File: src/rtl/brlshift_pipe.sv
// brlshift_pipe -- pipelined barrel shifter with valid/ready handshakes.
//
// Shifts or rotates an operand by an unsigned amount and reports the
// carry-out. The log2(DW) shifter levels are spread evenly over STAGES
// register slices. Each slice holds a valid bit, the partial result, the
// remaining amount/mode and the running carry.
//
// Parameters:
//   DW      operand/result width (power of two, 8..64)
//   STAGES  register slices from input to output (1..SW), equals latency
//   SW      shift-amount width, derived from DW (not overridable)
//
// Ports:
//   sys_clk    clock, rising edge
//   resetl     asynchronous active-low reset
//   in_valid   input operation valid
//   in_ready   block accepts input when in_valid & in_ready
//   in_data    operand
//   in_amt     shift/rotate count 0..DW-1
//   in_mode    000 LSL, 001 LSR, 010 ASR, 011 ROR, 100 ROL, others pass-through
//   out_valid  result valid
//   out_ready  consumer accepts result
//   out_data   shifted result
//   out_carry  carry-out
//   out_zero   (BRL_FLAGS_EN only) out_data == 0
//   out_neg    (BRL_FLAGS_EN only) out_data[DW-1]
//
// Optional feature macro: BRL_FLAGS_EN adds the out_zero/out_neg flags.
module brlshift_pipe #(
   parameter int  DW     = 32,
   parameter int  STAGES = 2,
   localparam int SW     = $clog2(DW)
) (
   input  logic          sys_clk,
   input  logic          resetl,
   input  logic          in_valid,
   output logic          in_ready,
   input  logic [DW-1:0] in_data,
   input  logic [SW-1:0] in_amt,
   input  logic [2:0]    in_mode,
   output logic          out_valid,
   input  logic          out_ready,
   output logic [DW-1:0] out_data,
   output logic          out_carry
`ifdef BRL_FLAGS_EN
   ,
   output logic          out_zero,
   output logic          out_neg
`endif
);

   localparam logic [2:0] MODE_LSL = 3'b000;
   localparam logic [2:0] MODE_LSR = 3'b001;
   localparam logic [2:0] MODE_ASR = 3'b010;
   localparam logic [2:0] MODE_ROR = 3'b011;
   localparam logic [2:0] MODE_ROL = 3'b100;

   // Per-level combinational outputs of the shifter network.
   logic [DW-1:0] lvl_out_data  [SW];
   logic          lvl_out_carry [SW];
   logic [SW-1:0] lvl_amt       [SW];
   logic [2:0]    lvl_mode      [SW];

   // Slice registers.
   logic [DW-1:0] data_reg  [STAGES];
   logic          carry_reg [STAGES];
   logic [SW-1:0] amt_reg   [STAGES];
   logic [2:0]    mode_reg  [STAGES];
   logic          valid_reg [STAGES];
   logic          load      [STAGES];
   logic          adv       [STAGES];

   logic final_carry;

   genvar gi;

   // Shifter levels: level gi shifts by 2**gi when amount bit gi is set.
   // Level gi belongs to slice floor(gi*STAGES/SW); the first level of a
   // slice reads the previous slice register (or the block inputs).
   generate
      for (gi = 0; gi < SW; gi++) begin : g_lvl
         localparam int SH    = 1 << gi;
         localparam int SL    = (gi * STAGES) / SW;
         localparam int FIRST = (SL * SW + STAGES - 1) / STAGES;

         logic [DW-1:0] d_i;
         logic          c_i;
         logic [DW-1:0] d_o;
         logic          c_o;

         if (gi == FIRST) begin : g_head
            if (SL == 0) begin : g_from_in
               assign d_i          = in_data;
               assign c_i          = 1'b0;
               assign lvl_amt[gi]  = in_amt;
               assign lvl_mode[gi] = in_mode;
            end else begin : g_from_reg
               assign d_i          = data_reg[SL-1];
               assign c_i          = carry_reg[SL-1];
               assign lvl_amt[gi]  = amt_reg[SL-1];
               assign lvl_mode[gi] = mode_reg[SL-1];
            end
         end else begin : g_chain
            assign d_i          = lvl_out_data[gi-1];
            assign c_i          = lvl_out_carry[gi-1];
            assign lvl_amt[gi]  = lvl_amt[gi-1];
            assign lvl_mode[gi] = lvl_mode[gi-1];
         end

         // The carry of a shift is the last bit pushed out; a later level
         // that shifts again overwrites it with the bit further along.
         always_comb begin
            d_o = d_i;
            c_o = c_i;
            if (lvl_amt[gi][gi]) begin
               case (lvl_mode[gi])
                  MODE_LSL: begin
                     c_o = d_i[DW-SH];
                     d_o = d_i << SH;
                  end
                  MODE_LSR: begin
                     c_o = d_i[SH-1];
                     d_o = d_i >> SH;
                  end
                  MODE_ASR: begin
                     c_o = d_i[SH-1];
                     d_o = $signed(d_i) >>> SH;
                  end
                  MODE_ROR: d_o = {d_i[SH-1:0], d_i[DW-1:SH]};
                  MODE_ROL: d_o = {d_i[DW-SH-1:0], d_i[DW-1:DW-SH]};
                  default:  d_o = d_i;
               endcase
            end
         end

         assign lvl_out_data[gi]  = d_o;
         assign lvl_out_carry[gi] = c_o;
      end
   endgenerate

   // Rotate carry depends only on the finished result.
   always_comb begin
      final_carry = lvl_out_carry[SW-1];
      case (lvl_mode[SW-1])
         MODE_ROR: final_carry = lvl_out_data[SW-1][DW-1];
         MODE_ROL: final_carry = lvl_out_data[SW-1][0];
         default:  final_carry = lvl_out_carry[SW-1];
      endcase
   end

   // Register slices with per-slice handshake: a slice loads when empty or
   // when its content moves on this cycle, so bubbles collapse.
   generate
      for (gi = 0; gi < STAGES; gi++) begin : g_slice
         localparam int LAST = ((gi + 1) * SW + STAGES - 1) / STAGES - 1;

         logic up_valid;
         logic c_next;

         if (gi == 0) begin : g_up_in
            assign up_valid = in_valid;
         end else begin : g_up_reg
            assign up_valid = valid_reg[gi-1];
         end

         if (gi == STAGES - 1) begin : g_tail
            assign adv[gi] = valid_reg[gi] & out_ready;
            assign c_next  = final_carry;
         end else begin : g_mid
            assign adv[gi] = valid_reg[gi] & load[gi+1];
            assign c_next  = lvl_out_carry[LAST];
         end

         assign load[gi] = ~valid_reg[gi] | adv[gi];

         always_ff @(posedge sys_clk or negedge resetl) begin
            if (!resetl) begin
               valid_reg[gi] <= 1'b0;
               data_reg[gi]  <= '0;
               carry_reg[gi] <= 1'b0;
               amt_reg[gi]   <= '0;
               mode_reg[gi]  <= '0;
            end else if (load[gi]) begin
               valid_reg[gi] <= up_valid;
               if (up_valid) begin
                  data_reg[gi]  <= lvl_out_data[LAST];
                  carry_reg[gi] <= c_next;
                  amt_reg[gi]   <= lvl_amt[LAST];
                  mode_reg[gi]  <= lvl_mode[LAST];
               end
            end
         end
      end
   endgenerate

   assign in_ready  = load[0];
   assign out_valid = valid_reg[STAGES-1];
   assign out_data  = data_reg[STAGES-1];
   assign out_carry = carry_reg[STAGES-1];

`ifdef BRL_FLAGS_EN
   logic zero_reg;
   logic neg_reg;
   logic tail_up_valid;

   generate
      if (STAGES == 1) begin : g_fl_in
         assign tail_up_valid = in_valid;
      end else begin : g_fl_reg
         assign tail_up_valid = valid_reg[STAGES-2];
      end
   endgenerate

   always_ff @(posedge sys_clk or negedge resetl) begin
      if (!resetl) begin
         zero_reg <= 1'b0;
         neg_reg  <= 1'b0;
      end else if (load[STAGES-1] && tail_up_valid) begin
         zero_reg <= (lvl_out_data[SW-1] == '0);
         neg_reg  <= lvl_out_data[SW-1][DW-1];
      end
   end

   assign out_zero = zero_reg;
   assign out_neg  = neg_reg;
`endif

endmodule

File: config.mk
export PLATFORM = sky130hd
export DESIGN_NAME = brlshift_pipe
export DESIGN_NICKNAME = d
export VERILOG_FILES = /design/src/rtl/brlshift_pipe.sv
export SDC_FILE = /design/constraint.sdc
export NUM_CORES = 1
export LEC_CHECK = 0
export ABC_AREA = 0
export ABC_CLOCK_PERIOD_IN_PS = 1930
export CAP_MARGIN = 20
export CORE_ASPECT_RATIO = 0.7
export CORE_MARGIN = 2
export CORE_UTILIZATION = 53
export DETAILED_ROUTE_END_ITERATION = 10
export PLACE_DENSITY = 0.88
export SLEW_MARGIN = 20
export SYNTH_ARGS = -nofsm -noshare
export SYNTH_HDL_FRONTEND = slang
export SYNTH_SLANG_ARGS = --single-unit
File: constraint.sdc
create_clock -name sys_clk -period 1.93 [get_ports sys_clk]
set_input_delay 0.579 -clock sys_clk [delete_from_list [all_inputs] [get_ports sys_clk]]
set_output_delay 0.579 -clock sys_clk [all_outputs]
set_load 0.1 [all_outputs]
==> results.cfg, run 1 <==
[status]
status = did not finish
haltStage = global routing (5_1_grt)
first-error = [ERROR GRT-0232] Routing congestion too high. Check the congestion heatmap in the GUI.

[placed_design]
pre_cts_slack_ns = -0.920
place_hpwl_mm = 24.7
place_area_sq_um = 9990
io_buffers = 78
gp_congestion = 1.17

[clock_tree]
cts-root-buf = clkbuf_16
ctsHoldBuffers = 0
cts_buffers = 9
htree_levels = 3
cts_sinks = 73
cts_buffer_depth = 2

[synth]
yosys_register_bits = 73
synth_async_sr_flop_share_pct = 100
synth_area_per_cell_sq_um = 7.49
synth_top_area_share_pct = 25.5
synth_area_leader_cell = dfrtp_1
synth_cell_types = 84
synthFlopType = dfrtp_1
synth_cells = 956
ys_seq_area_share_pct = 25.5
syn_nets = 1000
synth_edf_count = 0
syn_area_sq_um = 7160
yosys-top-cells-area = dfrtp_1 (26%), a21oi_1 (6.6%), nor2_1 (5.9%), nand2_1 (4.6%), o21ai_0 (3.5%)
ys_warn_count = 0

[global_route]
gr-total-overflow = 152
grtUsageTotal_pct = 84.3
grt_max_degree = 57

[die]
die_x_um = 143
rows = 35
die_h_um = 101
io-pin-count = 79
initial_utilization_pct = 54.3
cells in the mapped netlist, drive strengths merged, types with 15 or more instances:
cell and count:
a21oi 97, nor3 21, a211oi 19, buf 51
nand2 88, clkbuf 51, dfrtp 73, o21ai 65
a31oi 24, nand3 21, mux2i 15, nor2 114
nor2b 26, a221oi 27, o22ai 42
metal layers:
metal  track usage [%]  GRT overflow
met4              87.6            78
met2              94.9            64
met5              45.1             0
met3              73.9             8
met1              84.4             2
logic make-up after synthesis:
kind of cell	Yosys count	share of synthesized area [%]
AO/OA/AOI/OAI	432	43.7
XOR/XNOR	2	0.245
buffers and inverters	112	7.30
flip-flops	73	25.5
multiplexers	19	2.72
AND/OR/NAND/NOR	318	20.6
through the flow:
step	util, %	TNS [ns]	cells
after floorplan	-	-22.78	956
after global placement	75.8	-25.09	1361
after detailed placement	75.8	-26.98	1361
after CTS	83.0	-0.111	1396
timing repair:
| action | 4_1_cts |
|---|---|
| gates resized for setup | 132 |
| pin swaps | 37 |
| endpoints found under the hold margin | 0 |
| cloned | 1 |
| setup endpoints to repair | 62 |
| buffers inserted | 21 |
==> run 2, diff against run 1 <==
- ABC_CLOCK_PERIOD_IN_PS: 1930 -> 2500
- CORE_ASPECT_RATIO: 0.7 -> unset
- CORE_UTILIZATION: 53 -> 40
- PLACE_DENSITY: 0.88 -> unset
- PLACE_DENSITY_LB_ADDON: unset -> 0.15
- clock period: 1.93 -> 2.5 ns (I/O delays scaled with it)
==> results.cfg, run 2 <==
[synth]
yosys-top-cells-area = dfrtp_1 (26%), a21oi_1 (6.6%), nor2_1 (5.9%), nand2_1 (4.6%), o21ai_0 (3.5%)
synth_area_per_cell_sq_um = 7.49
synth.most_common_cell = nor2_1
synthFlopType = dfrtp_1
ys_top_cells_by_count = nor2_1 (112), a21oi_1 (94), nand2_1 (88), dfrtp_1 (73), o21ai_0 (50)
ys_seq_area_share_pct = 25.5
synth_cells = 956
yosys_register_bits = 73
syn_nets = 1000
syn_area_sq_um = 7160
ys_warn_count = 0
synth_async_sr_flop_share_pct = 100
synth_cell_types = 84
synth_edf_count = 0
synth_top_area_share_pct = 25.5
synth_area_leader_cell = dfrtp_1

[clock_tree]
cts_tree = done
clk_latency_ns = 0.34
cts-root-buf = clkbuf_16
post-cts-setup-buffers = 0
cts_buffer_depth = 2
path_clk_slew_ns = 0.06
cts_sinks = 73
cts_buffers = 9
htree_levels = 3

[worst_setup_path]
cp.arrival_ns = 1.70
cp-start-kind = primary input
critPathKind = primary input to output port
critPathRequiredTime_ns = 1.75
cp-end-kind = output port
cp_max_fo = 3

[detailed_routing]
routedWlPerCell_um = 23.0
dr.pass1.iters = 6
vias = 9019
routed_via_density = 6.52
drc = 0
dr.first_iter.drc_count = 1071
routed_wl_mm = 31.8
ant_nets = 0

[placed_design]
gp_congestion = 1.01
io_buffers = 78
place_hpwl_mm = 24.7

[sta]
min_period_ns = 2.45
fin_setup_tns_ns = 0
fin_crit_sh_pct = 97.9
hold_ws_ns = 0.405
worst_pin_slew_ns = 0.718
finalSetupViolCount = 0
timing.fmax_mhz = 408
final-hold-violation-count = 0
slew-limit-headroom_pct = 52.0
final.setup_skew_ns = 0.0101
slew_viol_final = 0
rsz0062_at_grt = false

[die]
initial_utilization_pct = 41.1
die_h_um = 138
die_area_sq_um = 19000
rows = 48
die_x_um = 138
io-pin-count = 79
coreArea_sq_um = 17400

[global_route]
grtUsageTotal_pct = 34.4
gr-total-overflow = 0
grt_pass1_wl_mm = 49.8
antenna_found_initial = 0
grt_max_degree = 42
grt_pass1_vias = 8534

[power]
power_mw = 7.21
static-leakage-power_nw = 4.08
max-vdd-ir-drop_mv = 0.743
p_per_area_nw_per_um2 = 734

[run]
drv_cap = 0

[min_path]
hp-class = primary input to asynchronous set/reset pin

[status]
status = finished, final reports clean

[cells_and_area]
fillCellCount = 1660
antenna_cells = 0
post-route-util_pct = 56.4
drive_gt1_share_pct = 28.5
most-common-layout-cells = buf_4 (230), nor2_1 (111), a21oi_1 (92)
area_delta_synth_final_pct = 37.2
layout.nets = 1197
mostFrequentLayoutCell = buf_4
[run 2: cell counts after synthesis]
Identical to the previous run, type by type.
[run 2: cell type report]
type / instances / area [sq um] / area share (%)
tap: 225 / 282 / 2.87
inverter: 10 / 37.5 / 0.382
clock buffer: 11 / 233 / 2.37
clock inverter: 5 / 104 / 1.06
timing repair buffer: 288 / 2410 / 24.6
multi-input combinational: 771 / 4930 / 50.1
sequential: 73 / 1830 / 18.6
[run 2: cell families after synthesis]
group	count (synthesis)	share of synthesized area, %
AO/OA/AOI/OAI	432	43.7
XOR/XNOR	2	0.245
buffers and inverters	112	7.30
flip-flops	73	25.5
multiplexers	19	2.72
AND/OR/NAND/NOR	318	20.6
[run 2: routing by layer]
layer	global-route usage [%]	share of wire (%)	vias up
met5	0	0	-
met4	12.9	4.0	0
met3	5.59	9.3	99
met2	53.0	45	568
met1	48.2	42	4298
li1	-	-	4054
[run 2: path summary, 6_finish.rpt]
path	start	to	slack, ns	depth (start not counted)
max reg2reg	lvl_mode[1]	out_carry	0.22	6
min	resetl	g_lvl[3].c_i	0.40	1
min in group sys_clk	out_data[16]	out_data[16]	0.49	2
max	out_ready	in_ready	0.05	4
min reg2reg	out_data[16]	out_data[16]	0.49	2
max in group asynchronous	resetl	out_data[3]	1.51	2
[run 2: what timing repair did]
item,in CTS,in global routing
pin swaps,1,0
resized for setup,18,1
setup endpoints to repair,25,1
hold buffers,0,0
endpoints found under the hold margin,0,0
[run 2: worst max-delay path, cell delays in order]
cell and delay (ns):
clkdlybuf4s50_1 0.42, nand3b_1 0.20, buf_4 0.17, buf_12 0.16
[run 2: power by group]
part           total (mW)  leakage, nW  switching (mW)  internal [mW]
clock                1.49        0.164           0.511          0.976
combinational        3.93         3.07            2.69           1.24
sequential           1.79        0.839           0.320           1.47
[run 2: metrics by stage]
stage | setup slack, ns | cell area [sq um] | cells
after global placement | -0.555 | 9420 | 1367
after CTS | 0.0547 | 9820 | 1383
after detailed placement | -0.519 | 9420 | 1367
after floorplan | -0.246 | 7280 | 956
after global routing | 0.00775 | 9820 | 1383
final | 0.0514 | 9820 | 1383
Note: power is estimated with default switching activity, not from simulation.
